$ cat config.mk
export PLATFORM = sky130hd
export DESIGN_NAME = room_driver
export DESIGN_NICKNAME = d
export VERILOG_FILES = /design/src/rtl/room_driver.sv
export SDC_FILE = /design/constraint.sdc
export NUM_CORES = 1
export LEC_CHECK = 0
export BUFFER_PORTS_ARGS = -buffer_cell sky130_fd_sc_hd__buf_2
export CAP_MARGIN = 20
export CELL_PAD_IN_SITES_DETAIL_PLACEMENT = 0
export CELL_PAD_IN_SITES_GLOBAL_PLACEMENT = 2
export CORE_MARGIN = 3
export CORE_UTILIZATION = 39
export DETAILED_ROUTE_END_ITERATION = 12
export PLACE_DENSITY = 0.82
export REMOVE_ABC_BUFFERS = 1
export SLEW_MARGIN = 25
export SYNTH_ARGS = -nofsm -noshare
export SYNTH_HDL_FRONTEND = slang
export SYNTH_SLANG_ARGS = --single-unit
$ cat constraint.sdc
create_clock -name clk -period 3.4 [get_ports clk]
set_input_delay 0.34 -clock clk [delete_from_list [all_inputs] [get_ports clk]]
set_output_delay 0.34 -clock clk [all_outputs]
set_load 0.1 [all_outputs]
$ cat src/rtl/room_driver.sv
`default_nettype none
// ----------------------------------------------------------------------------
// room_driver : button conditioner and rate-limited n/s/e/w pulser for the room FSM
// Option ROOM_DRIVER_DEBOUNCE_EN adds per-button debounce counters.   Rev 1.0
// ----------------------------------------------------------------------------
module room_driver #(
  parameter int DEBOUNCE_CYCLES = 4,
  parameter int GAP_CYCLES      = 3,
  parameter int CNT_W           = 8
) (
  input  logic             clk,
  input  logic             reset_n,
  input  logic             btn_n,
  input  logic             btn_s,
  input  logic             btn_e,
  input  logic             btn_w,
  input  logic             room_sw,
  input  logic             room_win,
  input  logic             room_d,
  output logic             n,
  output logic             s,
  output logic             e,
  output logic             w,
  output logic             v,
  output logic             busy,
  output logic             game_over,
  output logic [CNT_W-1:0] move_count
);

  typedef enum logic [1:0] {
    ST_IDLE  = 2'd0,
    ST_PULSE = 2'd1,
    ST_GAP   = 2'd2,
    ST_DONE  = 2'd3
  } state_t;

  if (GAP_CYCLES < 1 || GAP_CYCLES > 255 || DEBOUNCE_CYCLES < 1) begin : g_param_check
    $error("room_driver: parameter out of range");
  end

  state_t           state_q, state_d;
  logic [3:0]       sync1_q, sync1_d, sync2_q, sync2_d;
  logic [3:0]       level, level_prev_q, level_prev_d, edge_evt, sel;
  logic [3:0]       mask_q, mask_d, dir_q, dir_d;
  logic [7:0]       gap_q, gap_d;
  logic [CNT_W-1:0] count_q, count_d;
  logic             v_q, v_d, busy_q, busy_d, over_q, over_d;

`ifdef ROOM_DRIVER_DEBOUNCE_EN
  localparam int DB_W = (DEBOUNCE_CYCLES > 1) ? $clog2(DEBOUNCE_CYCLES) : 1;
  localparam logic [DB_W-1:0] DB_LAST = DB_W'(DEBOUNCE_CYCLES - 1);

  logic [DB_W-1:0] db_cnt_q [4];
  logic [DB_W-1:0] db_cnt_d [4];
  logic [3:0]      db_level_q, db_level_d;

  // Count consecutive samples that disagree with the accepted level; any agreeing sample restarts the run.
  always_comb begin
    db_level_d = db_level_q;
    for (int i = 0; i < 4; i++) begin
      db_cnt_d[i] = '0;
      if (sync2_q[i] != db_level_q[i]) begin
        if (db_cnt_q[i] == DB_LAST) db_level_d[i] = sync2_q[i];
        else                        db_cnt_d[i]   = db_cnt_q[i] + 1'b1;
      end
    end
  end

  always_ff @(posedge clk or negedge reset_n) begin
    if (!reset_n) begin
      db_level_q <= '0;
      for (int i = 0; i < 4; i++) db_cnt_q[i] <= '0;
    end else begin
      db_level_q <= db_level_d;
      for (int i = 0; i < 4; i++) db_cnt_q[i] <= db_cnt_d[i];
    end
  end

  assign level = db_level_q;
`else
  assign level = sync2_q;
`endif

  always_comb begin
    sync1_d      = {btn_n, btn_s, btn_e, btn_w};
    sync2_d      = sync1_q;
    level_prev_d = level;
    edge_evt     = level & ~level_prev_q;

    if      (mask_q[3]) sel = 4'b1000;
    else if (mask_q[2]) sel = 4'b0100;
    else if (mask_q[1]) sel = 4'b0010;
    else                sel = 4'b0001;

    state_d = state_q;
    mask_d  = mask_q | edge_evt;
    dir_d   = '0;
    gap_d   = gap_q;
    count_d = count_q;
    v_d     = v_q | room_sw;

    // A pulse already on the outputs has completed; win/death overrides whatever follows it.
    if (state_q == ST_DONE || room_win || room_d) begin
      state_d = ST_DONE;
      mask_d  = '0;
    end else begin
      case (state_q)
        ST_IDLE: begin
          if (|mask_q) begin
            mask_d  = (mask_q & ~sel) | edge_evt;
            dir_d   = sel;
            state_d = ST_PULSE;
            if (count_q != {CNT_W{1'b1}}) count_d = count_q + 1'b1;
          end
        end
        ST_PULSE: begin
          state_d = ST_GAP;
          gap_d   = 8'(GAP_CYCLES);
        end
        ST_GAP: begin
          gap_d = gap_q - 8'd1;
          if (gap_q == 8'd1) state_d = ST_IDLE;
        end
        default: state_d = ST_IDLE;
      endcase
    end

    busy_d = (state_d == ST_PULSE) || (state_d == ST_GAP);
    over_d = (state_d == ST_DONE);
  end

  always_ff @(posedge clk or negedge reset_n) begin
    if (!reset_n) begin
      state_q      <= ST_IDLE;
      sync1_q      <= '0;
      sync2_q      <= '0;
      level_prev_q <= '0;
      mask_q       <= '0;
      dir_q        <= '0;
      gap_q        <= '0;
      count_q      <= '0;
      v_q          <= 1'b0;
      busy_q       <= 1'b0;
      over_q       <= 1'b0;
    end else begin
      state_q      <= state_d;
      sync1_q      <= sync1_d;
      sync2_q      <= sync2_d;
      level_prev_q <= level_prev_d;
      mask_q       <= mask_d;
      dir_q        <= dir_d;
      gap_q        <= gap_d;
      count_q      <= count_d;
      v_q          <= v_d;
      busy_q       <= busy_d;
      over_q       <= over_d;
    end
  end

  assign {n, s, e, w} = dir_q;
  assign v            = v_q;
  assign busy         = busy_q;
  assign game_over    = over_q;
  assign move_count   = count_q;

endmodule
`default_nettype wire

## After elaboration in Yosys (flattened, before gate mapping)

Cells that the tools add are included.

| word-level totals | value |
|---|---|
| register bits after elaboration | 41 |
| output and inout port bits | 15 |

| operators by class | value |
|---|---|
| add/subtract/negate cells | 2 |
| eq/ne operators | 8 |
| mux-type cells | 14 |
| bitwise gates (word level) | 8 |
| reductions and logical operators | 8 |

Operator list:

| cell | count |
|---|---|
| two-way mux 4 bit | 7 |
| case mux 8 bit (2 select lines) | 1 |
| adder 8 x 1 -> 8 bit, second input constant | 1 |
| AND 4 bit | 2 |
| equality test 2 bit, second input constant | 4 |
| equality test 8 x 1 -> 1 bit, second input constant | 1 |
| two-way mux 2 bit | 4 |
| inequality test 8 bit, second input constant | 1 |
| inverter 4 bit | 2 |
| bitwise OR 4 bit | 2 |
| subtractor 8 x 1 -> 8 bit, second input constant | 1 |
| case mux 2 bit (3 select lines) | 1 |
| equality test 2 x 1 -> 1 bit, second input constant | 2 |
| AND reduction 4 bit | 1 |
| OR reduction 4 bit | 1 |
| logical OR 1 bit | 3 |
| two-way mux 3 bit | 1 |
| zero test 2 bit | 1 |
| AND reduction 2 bit | 1 |
| nonzero test 2 bit | 1 |
| inverter 1 bit | 1 |
| bitwise OR 1 bit | 1 |

## Longest topological paths before layout

Gate-level depths: netlist (run 1).

| logic depth | value |
|---|---|
| word-level depth | 9 |
| mapped depth | 7 |
| depth with buffers taken out | 6 |

## Worst setup path after synthesis (run 1)

No wires, ideal clock.

| timing path | value |
|---|---|
| path type | reg-to-reg |
| start | register count_q[0], in the netlist move_count[0] |
| end | register count_q[4], in the netlist move_count[4] |
| library setup time | 0.159 ns |
| arrival time | 2.068 ns |
| data required time | 3.241 ns |
| setup slack | 1.172 ns |
| cell stages (with the launch flop) | 6 |
| buffers on the path | 0 |
| period minus slack after synthesis | 2.228 ns |
| cells stage by stage | dfrtp_1 -> ha_1 -> and3_1 -> a211oi_4 -> nand4_1 -> xnor2_1 |

| between the ends | value |
|---|---|
| cells in the longest elaborated chain, start to end | 2 |

RTL lines:

| element | line | text |
|---|---|---|
| start, declared | 46 | `logic [CNT_W-1:0] count_q, count_d;` |
| start signal, assigned | 153 | `count_q <= count_d;` |
| parallel branches: the longest is 2 deep, another holds adder 8 x 1 -> 8 bit | -- |  |

Several ways; the timed one is not identified.
A chain may end at the register's enable or synchronous reset.

## Worst setup path in the final report (run 1)

| timing path | value |
|---|---|
| start | register state_q[0] |
| end | register count_q[1], in the netlist move_count[1] |

| between the ends | value |
|---|---|
| cells in the longest elaborated chain, start to end | 5 |

RTL lines:

| element | line | text |
|---|---|---|
| start, declared | 41 | `state_t state_q, state_d;` |
| start signal, assigned | 146 | `state_q <= state_d;` |
| equality test 2 bit | 103 | `if (state_q == ST_DONE \|\| room_win \|\| room_d) begin` |
| logical OR 1 bit (2 in a row) | 103 |  |
| inverter 1 bit (no line) | -- |  |
| AND reduction 4 bit (no line) * | -- |  |

Mark *: on every way between the ends. The rest lies on a longest branch, timed or not.

==> metrics.txt, run 1 <==
final setup fails=0; RSZ-0062 raised after global routing=no; Synth cell types=34; Core Box Area=slightly above 4000 um2; Max stage delay cell, worst path=or4b_4; maxcap violations=0; Slew @ Worst Pin=just under 900 ps; Total GRT Usage=around 14%; final worst path period need=about 2300 ps; total grt overflow=0; largest family of logic cells by synthesized area=simple AND/OR/NAND/NOR gates; Worst Hold Class=primary input to flip-flop; Period Utilization, post-route=between 60% and 70%; simple-gate share of the synthesized area=16.5%; worst-case reg-to-reg path depth=5; Final Instance Area=between 1500 and 2000 um2; Vias=~1200; hold path depth=1; layout cell share with drive strength beyond 1=20.7%; FMAX=440 MHz; Clock Root Buffer=clkbuf_8; CP Launch Type=flip-flop; xor/xnor cell area share of the yosys netlist=3.62%; Layout area overhead=16.2%; Die ar.=a little over 5000 um2; DRC errors left=0; leakage=~0.94 nW; placed inst area=roughly 1900 um2; number of global-route vias before repair=1228; final slew viol count=0; final hold vios=0; Slew Limit Headroom=between 40% and 50%; CTS H-Tree Depth=2; Worst Clk Skew=just over 6 ps; worst-path maximum fanout=8; crit path capture type=flip-flop; row cnt=23; commonest non-fill, non-tap cells in the layout=dfrtp_1, buf_2, nor2_1; CTS Sinks=41; mux share of post-synthesis cell area=less than 1%; n_diodes=0; first-pass GRT wire length=between 5 and 6 mm; gp weighted congestion=slightly above 0.8; PwrDens=452 nW/um2; post-CTS resize count=0; DR iter-0 viols=about 70; Synthesis Warnings=0; reg2reg end=move_count[1]; initial antenna violation count=0; ANT nets after route=0; CP max stage delay=roughly 530 ps; Post-Synthesis Cells=~150; CTS tree=built; worst path arrival time=roughly 2500 ps; initial core utilization=about two fifths; Hold Crit Start=btn_n; first-pass iteration count of the detailed router=4; worst-path cell chain=inv_1, ha_1, or4b_4, a211oi_4, mux2_1; hold buffer count at cts=0; Reg2Reg Setup Slack=~1100 ps; worst skew pair latency=290 ps; Synth Register Bits=41; most common cell after layout, fill and taps aside=dfrtp_1; cell area after synthesis=about 1700 um2; RR Startpoint=state_q[0]; pin count of the biggest net entering global routing=between 40 and 50; Compound-Gate Fraction of Synth Area=roughly 10%; via/cell ratio=roughly 5.3; Setup TNS=0 ps; Max VDD drop=between 200 and 300 uV; Num CTS Buffers=5; height of the die=~72 um; Setup CP Type=flip-flop to flip-flop; Req. time, crit path=~3600 ps; hold path endpoint=sync1_q[3]; Final Net Count=roughly 190; Die W=71.9 um; I/O pins=24; Synth Area in Adders=a little under 6%; clock-pin slew on the worst setup and hold paths=about 80 ps; post-CTS setup buffer count=0; Bufs on Longest Clock Path=2; DR WL/cell=14.4 um; register area share after synthesis=60.5%; Routed WL=3.24 mm; IO buf count=23; hpwl dp=2.33 mm; mean area per synthesized cell=approximately 12 um2; status=complete, no violations
## how the worst max path moves through the flow
stage,slack [ps],end,depth (start not counted),startpoint
detailed placement,1160,move_count[1],5,state_q[0]
global placement,1250,move_count[1],5,state_q[0]
finish,1130,move_count[1],5,state_q[0]
CTS,1130,move_count[1],5,state_q[0]
global route,990,move_count[4],6,state_q[0]
floorplan,1170,move_count[4],5,move_count[0]
## state kept, by name, indices dropped and copies added (netlist names)
signal        count
busy              1
v                 1
level_prev_q      4
game_over         1
move_count        8
dir_q             4
mask_q            4
gap_q             8
state_q           2
level             4
sync1_q           4
## power breakdown
| part | internal (W) | switching [W] |
|---|---|---|
| clock network | 0.000213 | 0.000159 |
| registers | 0.000495 | 0.00000341 |
| logic | 0.00000564 | 0.0000133 |
| total | 0.000714 | 0.000176 |
## stage by stage
| step | worst slack [ps] | hold WS (ps) | power [W] | util [%] | cells |
|---|---|---|---|---|---|
| 3_5_place_dp | 1160 | 343 | 0.000529 | 45.7 | 217 |
| 4_1_cts | 1130 | 141 | 0.000910 | 48.2 | 224 |
| 2_1_floorplan | 1170 | 44.4 | 0.000512 | - | 144 |
| 5_1_grt | 994 | 138 | 0.000924 | 48.2 | 224 |
| 3_3_place_gp | 1250 | 333 | 0.000527 | 45.7 | 217 |
| 6_report | 1130 | 152 | 0.000890 | 48.2 | 224 |
## per-layer routing
| layer | vias to the layer above | GRT usage (%) | wire length, um |
|---|---|---|---|
| met5 | - | 0 | 0 |
| met4 | 0 | 6.68 | 85 |
| met3 | 8 | 4.43 | 164 |
| met2 | 42 | 22.4 | 1550 |
| met1 | 581 | 17.2 | 1430 |
| li1 | 562 | - | - |
## cells by family after synthesis
family                     count (synthesis)
and+or+nand+nor                           51
DFF                                       41
AOI/OAI and AO/OA                         26
buffers and inverters                     12
adders and majority gates                  8
xor gates and xnor gates                   7
muxes                                      1
## final cells by class
cell class                      instances  area, um2
Fill cell                             374       2120
Sequential cell                        41       1030
Multi-Input combinational cell         93        624
Timing Repair Buffer                   23        115
Clock buffer                            5       68.8
Tap cell                               50       62.6
Inverter                               10       37.5
Clock inverter                          2       35.0
## Yosys cell counts
| library cell | instances | area share (%) |
|---|---|---|
| nand4_1 | 6 | 2.2 |
| clkbuf_1 | 2 | 0.44 |
| nor3_1 | 5 | 1.5 |
| a21oi_1 | 6 | 1.8 |
| a211o_1 | 2 | 1.0 |
| or3b_2 | 1 | 0.52 |
| and4_1 | 1 | 0.52 |
| a32o_1 | 1 | 0.59 |
| a211oi_4 | 1 | 1.2 |
| nor4_2 | 1 | 0.74 |
| nand2_1 | 10 | 2.2 |
| nand2b_1 | 1 | 0.37 |
| or4b_4 | 1 | 0.81 |
| or3_1 | 2 | 0.74 |
| and3_2 | 1 | 0.44 |
| xnor2_1 | 6 | 3.1 |
| o21ai_0 | 10 | 3.0 |
| a22oi_1 | 1 | 0.44 |
| inv_1 | 10 | 2.2 |
| nand3_1 | 2 | 0.59 |
| xor2_1 | 1 | 0.52 |
| and2_0 | 1 | 0.37 |
| ha_1 | 8 | 5.9 |
| a311oi_1 | 1 | 0.52 |
| nor2_1 | 11 | 2.4 |
| a31oi_1 | 2 | 0.74 |
| o41ai_1 | 1 | 0.52 |
| nor2b_1 | 3 | 1.1 |
| and3_1 | 3 | 1.1 |
| o31ai_1 | 1 | 0.44 |
| nor3b_1 | 1 | 0.44 |
| or2_2 | 1 | 0.37 |
| dfrtp_1 | 41 | 61 |
| mux2_1 | 1 | 0.66 |
## worst max-delay path, delay by kind of cell (launching register included)
family                   cells  cell delay [ps]
flip-flops                   1              420
adder cells (fa/ha/maj)      1              280
buffers and inverters        1              120
multiplexers                 1              360
AND/OR/NAND/NOR              1              530
AO/OA/AOI/OAI                1              430
(Power assumes the default switching activity.)
==> inputs of run 2 (changes only) <==
- CORE_UTILIZATION: 39 -> 37
- PLACE_DENSITY: 0.82 -> 0.79
- clock period: 3.4 -> 2.3 ns (I/O delays scaled with it)
==> run 2 against run 1 <==
  * Power grew 41%
  * First-iteration DRC count is the same
  * Count of clock-buffer cells in the layout grew 1
  * Largest cell class unchanged
  * Die area grew 5.0%
  * Cell count grew 1.8%
  * Critical path type unchanged
  * Sequential cell count is the same
  * Critical path depth is the same
  * Non-clock buffer count grew 3
  * Largest power group unchanged
  * Wire length shrank 5.7%
  * Clock skew grew 3.4 ps
==> metrics.txt, run 2 (same netlist as run 1, synthesis figures left out) <==
status=complete, no violations (unchanged); number of fill cells=384 (was 374); DRC errors left=0 (unchanged); post-CTS resize count=0 (unchanged); Period Utilization, post-route=92.7% (was 66.9%); WHS=45.5 ps (was 152 ps); ANT nets after route=0 (unchanged); Total GRT Usage=12.8% (was 14.0%); most common cell after layout, fill and taps aside=dfrtp_1 (unchanged); worst skew pair latency=290 ps (about the same); CP max stage delay=510 ps (was 530 ps); Worst Hold Class=primary input to async pin (was primary input to flip-flop); leakage=0.956 nW (was 0.944 nW); hold buffer count at cts=0 (unchanged); initial antenna violation count=0 (unchanged); Max stage delay cell, worst path=or4b_4 (unchanged); Routed WL=3.05 mm (was 3.24 mm); initial core utilization=40.4% (was 41.5%); Req. time, crit path=2470 ps (was 3570 ps); first-pass iteration count of the detailed router=4 (unchanged); Setup CP Type=flip-flop to flip-flop (unchanged); hpwl dp=2.20 mm (was 2.33 mm); post-CTS setup buffer count=0 (unchanged); CP Launch Type=flip-flop (unchanged); worst slack, placed=183 ps (was 1160 ps); first-pass GRT wire length=5.37 mm (was 5.60 mm); final core occ=47.2% (was 48.2%); crit path capture type=flip-flop (unchanged); total grt overflow=0 (unchanged); Die ar.=5430 um2 (was 5170 um2); pin count of the biggest net entering global routing=42 (unchanged); FMAX=469 MHz (was 440 MHz); Final Net Count=194 (was 191); Bufs on Longest Clock Path=2 (unchanged); CTS tree=built (unchanged); CTS Sinks=41 (unchanged); Slew @ Worst Pin=869 ps (was 886 ps); final hold vios=0 (unchanged); Vias=1158 (was 1193); row cnt=23 (unchanged); Clock Root Buffer=clkbuf_8 (unchanged); number of global-route vias before repair=1160 (was 1228); commonest non-fill, non-tap cells in the layout=dfrtp_1, buf_2, nor2_1 (unchanged); PwrDens=631 nW/um2 (was 452 nW/um2); maxcap violations=0 (unchanged); via/cell ratio=5.08 (was 5.33); final slew viol count=0 (unchanged); worst-path cell chain=inv_1, ha_1, or4b_4, a211oi_4, mux2_1 (unchanged); Core Box Area=4200 um2 (was 4090 um2); n_diodes=0 (unchanged); Slew Limit Headroom=42.1% (was 40.9%); Num CTS Buffers=5 (unchanged); worst-path maximum fanout=8 (unchanged); height of the die=73.7 um (was 71.9 um); Layout area overhead=17.0% (was 16.2%); Max VDD drop=320 uV (was 265 uV); I/O pins=24 (unchanged); DR iter-0 viols=69 (unchanged); final setup fails=0 (unchanged); IO buf count=23 (unchanged); clock-pin slew on the worst setup and hold paths=80 ps (about the same); final worst path period need=2130 ps (was 2270 ps); Setup WS post-layout=167 ps (was 1130 ps); DR WL/cell=13.4 um (was 14.4 um); CTS H-Tree Depth=2 (unchanged); Setup TNS=0 ps (unchanged); RSZ-0062 raised after global routing=no (unchanged); worst path arrival time=2300 ps (was 2450 ps); Die W=73.7 um (was 71.9 um); layout cell share with drive strength beyond 1=22.5% (was 20.7%); Worst Clk Skew=9.63 ps (was 6.19 ps); gp weighted congestion=0.820 (was 0.826)
run 2: worst paths after layout:
path | startpoint | cells after the start | slack, ps | endpoint
hold / removal | reset_n | 1 | 50 | gap_q[3]
min in group clk | btn_w | 1 | 50 | sync1_q[0]
max in group asynchronous | reset_n | 1 | 1700 | move_count[6]
setup / recovery | state_q[0] | 5 | 170 | move_count[1]
setup reg to reg | state_q[0] | 5 | 170 | move_count[1]
hold reg to reg | sync1_q[3] | 0 | 350 | level[3]
run 2: power by group:
| group | switching, W | internal, W |
|---|---|---|
| Sequential | 0.00000475 | 0.000732 |
| Combinational | 0.0000192 | 0.00000830 |
| Clock | 0.000244 | 0.000243 |
run 2: layer usage:
metal | global-route usage (%) | up-vias | wire length [um]
met5 | 0 | - | 0
met4 | 3.62 | 0 | 35
met3 | 4.51 | 5 | 151
met2 | 19.6 | 23 | 1460
met1 | 17.3 | 563 | 1410
li1 | - | 567 | -
run 2: cell type report:
class	instances	area [um2]	area share, %
multi-input combinational	93	624	31.5
sequential	41	1030	51.7
clock buffer	6	82.6	4.16
timing repair buffer	26	138	6.94
tap	50	62.6	3.15
clock inverter	2	13.8	0.694
inverter	10	37.5	1.89
run 2: worst max-delay path: cells and delay by family (launching register included):
| family | cells | cell delay (ps) |
|---|---|---|
| AO/OA/AOI/OAI | 1 | 400 |
| AND/OR/NAND/NOR | 1 | 510 |
| flip-flops | 1 | 420 |
| multiplexers | 1 | 360 |
| adder cells (fa/ha/maj) | 1 | 190 |
| buffers and inverters | 1 | 120 |
run 2: metrics by stage:
step | area, um2 | power (W) | instances
after floorplan | 1690 | 0.000757 | 144
after global placement | 1890 | 0.000779 | 220
after detailed placement | 1890 | 0.000781 | 220
after CTS | 1980 | 0.00128 | 228
after global routing | 1980 | 0.00131 | 228
final | 1980 | 0.00125 | 228
